--- config.mk ---
export PLATFORM = sky130hd
export DESIGN_NAME = dmem_axi_master
export DESIGN_NICKNAME = d
export VERILOG_FILES = /design/src/rtl/dmem_axi_master.sv
export SDC_FILE = /design/constraint.sdc
export NUM_CORES = 1
export LEC_CHECK = 0
export ABC_AREA = 0
export BUFFER_PORTS_ARGS = -buffer_cell sky130_fd_sc_hd__buf_2
export CAP_MARGIN = 20
export CORE_UTILIZATION = 46
export DETAILED_ROUTE_END_ITERATION = 8
export PLACE_DENSITY = 0.9
export SLEW_MARGIN = 20
export SYNTH_ARGS = -nofsm -noshare
export SYNTH_HDL_FRONTEND = slang
export SYNTH_SLANG_ARGS = --single-unit
--- constraint.sdc ---
create_clock -name clk -period 3.6 [get_ports clk]
set_clock_uncertainty 0.05 [all_clocks]
set_input_delay 0.18 -clock clk [delete_from_list [all_inputs] [get_ports clk]]
set_output_delay 0.18 -clock clk [all_outputs]
set_load 0.01 [all_outputs]
--- src/rtl/dmem_axi_master.sv ---
`default_nettype none
// ============================================================================
//  Module   : dmem_axi_master
//  Purpose  : MEM-stage load/store master, one single-beat AXI4 access at a time
//  Revision : 1.0  initial release
// ============================================================================
module dmem_axi_master #(
   parameter logic [3:0] MASTER_ID = 4'd1
) (
   input  logic        clk,
   input  logic        rst,
   input  logic        memread,
   input  logic        memwrite,
   input  logic [31:0] addr,
   input  logic [31:0] wdata,
   input  logic [2:0]  funct3,
   output logic        stall,
   output logic [31:0] rdata,
   output logic        resp_err,
   output logic [3:0]  ARID,
   output logic [31:0] ARADDR,
   output logic [3:0]  ARLEN,
   output logic [2:0]  ARSIZE,
   output logic [1:0]  ARBURST,
   output logic        ARVALID,
   input  logic        ARREADY,
   input  logic [3:0]  RID,
   input  logic [31:0] RDATA,
   input  logic [1:0]  RRESP,
   input  logic        RLAST,
   input  logic        RVALID,
   output logic        RREADY,
   output logic [3:0]  AWID,
   output logic [31:0] AWADDR,
   output logic [3:0]  AWLEN,
   output logic [2:0]  AWSIZE,
   output logic [1:0]  AWBURST,
   output logic        AWVALID,
   input  logic        AWREADY,
   output logic [31:0] WDATA,
   output logic [3:0]  WSTRB,
   output logic        WLAST,
   output logic        WVALID,
   input  logic        WREADY,
   input  logic [3:0]  BID,
   input  logic [1:0]  BRESP,
   input  logic        BVALID,
   output logic        BREADY
);

   localparam logic [3:0] c_len_single = 4'd0;
   localparam logic [2:0] c_size_word  = 3'b010;
   localparam logic [1:0] c_burst_incr = 2'b01;

   typedef enum logic [2:0] {
      S_IDLE = 3'd0,
      S_AR   = 3'd1,
      S_R    = 3'd2,
      S_AW   = 3'd3,
      S_W    = 3'd4,
      S_B    = 3'd5,
      S_DONE = 3'd6
   } state_t;

   state_t      state_q, state_d;
   logic [29:0] addr_q;
   logic [1:0]  off_q;
   logic [2:0]  funct3_q;
   logic [31:0] wdata_q;
   logic [3:0]  wstrb_q;
   logic [31:0] rdata_q, rdata_d;
   logic        resp_err_q, resp_err_d;
   logic        w_latch;
   logic [31:0] w_store_data;
   logic [3:0]  w_store_strb;
   logic [7:0]  w_lbyte;
   logic [15:0] w_lhalf;
   logic [31:0] w_load_ext;
   logic        w_unused;

   // Stores replicate the datum across the bus so the strobe alone picks the lanes.
   always_comb begin
      w_store_data = wdata;
      w_store_strb = 4'b1111;
      case (funct3[1:0])
         2'b00: begin
            w_store_data = {4{wdata[7:0]}};
            w_store_strb = 4'b0001 << addr[1:0];
         end
         2'b01: begin
            w_store_data = {2{wdata[15:0]}};
            w_store_strb = 4'b0011 << {addr[1], 1'b0};
         end
         default: ;
      endcase
   end

   always_comb begin
      w_lbyte = RDATA[7:0];
      case (off_q)
         2'd1:    w_lbyte = RDATA[15:8];
         2'd2:    w_lbyte = RDATA[23:16];
         2'd3:    w_lbyte = RDATA[31:24];
         default: w_lbyte = RDATA[7:0];
      endcase
      w_lhalf = off_q[1] ? RDATA[31:16] : RDATA[15:0];
      case (funct3_q[1:0])
         2'b00:   w_load_ext = {{24{w_lbyte[7] & ~funct3_q[2]}}, w_lbyte};
         2'b01:   w_load_ext = {{16{w_lhalf[15] & ~funct3_q[2]}}, w_lhalf};
         default: w_load_ext = RDATA;
      endcase
   end

   always_comb begin
      state_d    = state_q;
      w_latch    = 1'b0;
      rdata_d    = rdata_q;
      resp_err_d = 1'b0;
      case (state_q)
         S_IDLE: begin
            if (memread) begin
               state_d = S_AR;
               w_latch = 1'b1;
            end else if (memwrite) begin
               state_d = S_AW;
               w_latch = 1'b1;
            end
         end
         S_AR: if (ARREADY) state_d = S_R;
         S_R: begin
            if (RVALID) begin
               state_d    = S_DONE;
               rdata_d    = w_load_ext;
               resp_err_d = (RRESP != 2'b00);
            end
         end
         S_AW: if (AWREADY) state_d = S_W;
         S_W:  if (WREADY) state_d = S_B;
         S_B: begin
            if (BVALID) begin
               state_d    = S_DONE;
               resp_err_d = (BRESP != 2'b00);
            end
         end
         S_DONE:  state_d = S_IDLE;
         default: state_d = S_IDLE;
      endcase
   end

   always_ff @(posedge clk or posedge rst) begin
      if (rst) begin
         state_q    <= S_IDLE;
         addr_q     <= '0;
         off_q      <= '0;
         funct3_q   <= '0;
         wdata_q    <= '0;
         wstrb_q    <= '0;
         rdata_q    <= '0;
         resp_err_q <= 1'b0;
      end else begin
         state_q    <= state_d;
         rdata_q    <= rdata_d;
         resp_err_q <= resp_err_d;
         if (w_latch) begin
            addr_q   <= addr[31:2];
            off_q    <= addr[1:0];
            funct3_q <= funct3;
            wdata_q  <= w_store_data;
            wstrb_q  <= w_store_strb;
         end
      end
   end

   assign stall    = ((state_q == S_IDLE) && (memread | memwrite)) ||
                     ((state_q != S_IDLE) && (state_q != S_DONE));
   assign rdata    = rdata_q;
   assign resp_err = resp_err_q;

   assign ARID    = MASTER_ID;
   assign ARADDR  = {addr_q, 2'b00};
   assign ARLEN   = c_len_single;
   assign ARSIZE  = c_size_word;
   assign ARBURST = c_burst_incr;
   assign ARVALID = (state_q == S_AR);
   assign RREADY  = (state_q == S_R);

   assign AWID    = MASTER_ID;
   assign AWADDR  = {addr_q, 2'b00};
   assign AWLEN   = c_len_single;
   assign AWSIZE  = c_size_word;
   assign AWBURST = c_burst_incr;
   assign AWVALID = (state_q == S_AW);
   assign WDATA   = wdata_q;
   assign WSTRB   = wstrb_q;
   assign WLAST   = (state_q == S_W);
   assign WVALID  = (state_q == S_W);
   assign BREADY  = (state_q == S_B);

   // Single outstanding transaction, so IDs and RLAST carry no information.
   assign w_unused = ^{RID, RLAST, BID};

endmodule
`default_nettype wire

# Yosys cells after proc, flatten, opt, wreduce, memory -nomap -nowiden
# Index checks and enable logic that the tools add are counted.
# totals
regBits	107
in_bits	121
output_inout_bits	166
word_cells	61
# op_classes
eq_ne	17
shifts	2
n_mux	19
n_bitwise	4
reduce_logical	11
# ops
operator	n
32-bit case mux with 2 select lines	2
8-bit case mux with 3 select lines	1
3-bit 2-to-1 mux	7
3-bit case mux with 6 select lines	1
16-bit 2-to-1 mux	1
4-bit case mux with 2 select lines	1
2-bit by 1-bit equality test with 1-bit output (second input constant)	3
3-bit by 2-bit equality test with 1-bit output (second input constant)	2
3-bit equality test (second input constant)	2
2-bit by 1-bit inequality test with 1-bit output (second input constant)	3
3-bit inequality test (second input constant)	2
6-bit AND reduction	1
1-bit 2-to-1 mux	5
2-bit equality test (second input constant)	2
2-bit logical NOT	2
2-bit inequality test (second input constant)	2
2-bit nonzero test	2
1-bit by 2-bit << shifter with 4-bit output (first input constant)	1
2-bit by 2-bit << shifter with 4-bit output (first input constant)	1
3-bit by 1-bit equality test with 1-bit output (second input constant)	1
3-bit logical NOT	1
3-bit nonzero test	1
1-bit AND	2
1-bit logical AND	2
other kinds (5)	5

# Longest topological paths before layout
# depth
word_depth	4
ltp_mapped	7
depth_no_buf	4

# Worst setup path after synthesis
# Ideal clock, no wire load.
# synth_path
path_kind	reg-to-reg
from	register state_q[1]
to	register funct3_q[1]
arrival_time_ps	1312
setup_slack_ps	2119
path_stages_with_launch	6
period_less_slack_ps	1481
path_cell_list	dfrtp_1 or4_4 buf_6 buf_6 nand2_1 o21ai_2
# synth_between
elab_chain_len	2
# synth_lines
item	line	text
from (decl)	65	state_t state_q, state_d;
from (signal assigned)	161	state_q <= state_d;
3-bit logical NOT	119	case (state_q)
1-bit 2-to-1 mux	119	
to (signal assigned)	167	funct3_q <= funct3;
to (decl)	68	logic [2:0] funct3_q;
# No other way between the ends.
# A chain may end at the register's enable or synchronous reset.

# Worst setup path after layout
# layout_path
from	register off_q[1]
to	register rdata_q[4], in the netlist rdata[4]
# layout_between
elab_chain_len	3
# layout_lines
item	line	text
from (decl)	67	logic [1:0] off_q;
from (signal assigned)	166	off_q <= addr[1:0];
2-bit equality test / 2-bit by 1-bit equality test with 1-bit output (equally long branches)	100	case (off_q)
8-bit case mux with 3 select lines	100	
32-bit case mux with 2 select lines *	107	case (funct3_q[1:0])
to (signal assigned)	162	rdata_q <= rdata_d;
to (decl)	71	logic [31:0] rdata_q, rdata_d;
# Every way passes the cells marked *; elsewhere a longest branch is shown, timed or not.

==> impl_metrics.ini <==
[power_and_ir_drop]
power.leakage_nw = 3.84
vdd.ir_drop.worst_v = 0.000393
power.internal_mw = 3.43
combPwrFrac = 0.459
seq_power_share = 0.376
pwr-share-clk = 0.165
swShare = 0.422
power_mw = 5.94
switchingPower_mw = 2.51
power_density_mw_per_mm2 = 847

[critical_path]
cp_slowest_stage_delay_ns = 0.76
required_ns = 3.81
cp_max_fo = 11
cp_data_arrival_time_ns = 2.39
worstSetupEndpointType = flip-flop
cp-start-kind = flip-flop
crit_type = reg2reg
crit_slowest_cell = dfrtp_1
cp_cell_sequence = inv_1 > a21oi_1 > o21ai_0 > o21ai_1
path_delay_family = compound AO/OA/AOI/OAI gates
crit_buf_inv = 1

[timing]
whs_ns = -0.0377
slew_viol_final = 0
timing.fmax_mhz = 459
tns_ns = 0
rsz0062_at_grt = false
finalCritPeriodShare = 0.605
finalSetupViolations = 0
slew_headroom = 0.365
period_minus_slack_ns = 2.18
worstMarginPinSlew_ns = 0.952
hold_viol = 89

[floorplanning]
pin_count = 287
die_w_um = 112
die_y_um = 112
core_area_mm2 = 0.0116
row_count = 39
dieArea_mm2 = 0.0126
initial_core_util = 0.480

[cts]
cts.sinks = 107
cts_tree = done
cts_made_buffers = 9
htreeDepth = 3
cts_root_buf = clkbuf_16
insertion_delay_ns = 0.33
clk_pin_slew_worst_paths_ns = 0.07
clockBufferDepth = 2
post-cts-setup-buffers = 0

[synth]
synth_seq_cells = 107
syn_area_mm2 = 0.00557
synthCells = 629
synth_cell_types = 38
syn_area_per_cell_um2 = 8.86
ys_seq_area_frac = 0.480
ys_warn_count = 0

[worst_hold_path]
hp-class = in2async

[global_route]
antenna_found_initial = 1
grt_pass1_vias = 4674
grt_overflow = 0
grt_pass1_wl_mm = 23.1
grt_max_degree = 94
groute.usage.overall = 0.231

[placement]
io_buffers = 247
dp.cells = 952
globalplace.congestion = 0.856
dpl.hpwl_mm = 9.90

[job]
max_cap_viol_count = 0

[drt]
totalWireLength_mm = 14.5
viasPerCell = 4.98
drc = 18
antenna_left = 0
dr.pass1.iters = 8
drt_iter0_drc = 444
via_count = 4967
wire_per_inst_um = 14.6

[cells_and_area]
final_cell_mix = buf_2, nand2_1, dfrtp_1, a21oi_1, mux2i_1
stdcell_count = 997
fin_nets = 970
area_growth_pct = 25.8
fin_util = 0.604
antenna_cells = 0
layout_commonest_cell = buf_2
drive_gt1_frac = 0.328

[status]
violations = DRC, hold timing
status = finished with violations
[cells in the mapped netlist]
library cell,instances,share of area
nand2b_1,12,0.013
buf_4,64,0.086
mux2i_1,34,0.061
nand3_1,32,0.029
o21bai_1,1,0.0013
or3_1,8,0.0090
nor2b_1,3,0.0034
or4_4,1,0.0020
a21oi_1,43,0.039
a2111oi_0,1,0.0016
a221oi_1,1,0.0016
o21ai_1,30,0.027
nand2_1,181,0.12
conb_1,2,0.0013
mux2i_2,1,0.0025
nor2_2,1,0.0011
o21ai_0,12,0.011
o32ai_1,1,0.0016
dfrtp_1,107,0.48
nor3_1,5,0.0045
buf_2,11,0.0099
nand4bb_1,1,0.0020
a22o_1,2,0.0031
nor3b_1,1,0.0013
nor3b_4,1,0.0034
o41ai_1,1,0.0016
inv_1,12,0.0081
o21ai_2,3,0.0047
o22ai_1,2,0.0022
clkbuf_1,11,0.0074
a31oi_1,3,0.0034
nor2_1,22,0.015
nor4_4,2,0.0076
or2_2,1,0.0011
a21o_1,1,0.0013
o211ai_1,1,0.0013
nand2b_4,1,0.0025
buf_6,13,0.026
[layout make-up]
cell class	instances	area, um2
fillers	1007	4600
flip-flops and latches	107	2680
multi-input cells	439	2230
repair buffers	280	1570
clock buffers	9	225
well taps	143	179
clock inverters	7	76.3
inverters	12	50.0
[sequential cells by signal, indices dropped and copies added (netlist names)]
name and count:
WDATA 32, rdata 32, addr_q 30, WSTRB 4
funct3_q 3, state_q 3, off_q 2, resp_err 1
[what timing repair did]
action,CTS,global route
endpoints found under the hold margin,28,0
resized for setup,0,0
hold buffers,28,0
[layer usage]
metal	track usage	vias up	part of all wire
li1	-	2416	-
met1	0.288	2297	0.41
met2	0.400	235	0.50
met3	0.0567	17	0.081
met4	0.0631	2	0.013
met5	0	-	0.00055
[cell families (layout without fill, tap and decap cells)]
group           after synthesis  count (layout)  synth area share
compound gates              102             102             0.100
simple gates                272             272             0.217
mux                          35              35            0.0635
flops                       107             107             0.480
buf+inv                     111             308             0.138
other cells                   2              30           0.00135
[per-stage QoR]
stage	hold slack [ns]	setup slack (ns)	cell area, um2
after global placement	0.320	1.52	6420
after global routing	0.0108	1.31	7010
after CTS	0.00266	1.43	7000
final	-0.0377	1.42	7010
after floorplan	0.235	0.553	5680
after detailed placement	0.324	1.44	6420
[path summary, 6_finish.rpt]
check	end	cells past startpoint	startpoint	slack, ns
min in group clk	addr_q[1]	3	addr[3]	0.01
worst max-delay path	rdata[4]	4	off_q[1]	1.42
worst min-delay path	rdata[2]	2	rst	-0.04
worst min register to register	WSTRB[2]	2	WSTRB[2]	0.43
max in group asynchronous	WDATA[10]	3	rst	2.80
worst max register to register	rdata[4]	4	off_q[1]	1.42
[power by group through the flow]
stage	registers [mW]	clock network [mW]	logic [mW]
after CTS	2.22	1.01	2.72
final	2.23	0.983	2.73
after global routing	2.30	1.07	3.03
after global placement	2.21	0	2.61
after floorplan	2.39	0	1.80
after detailed placement	2.23	0	2.70
No activity file was read; power rests on OpenSTA's default activity.
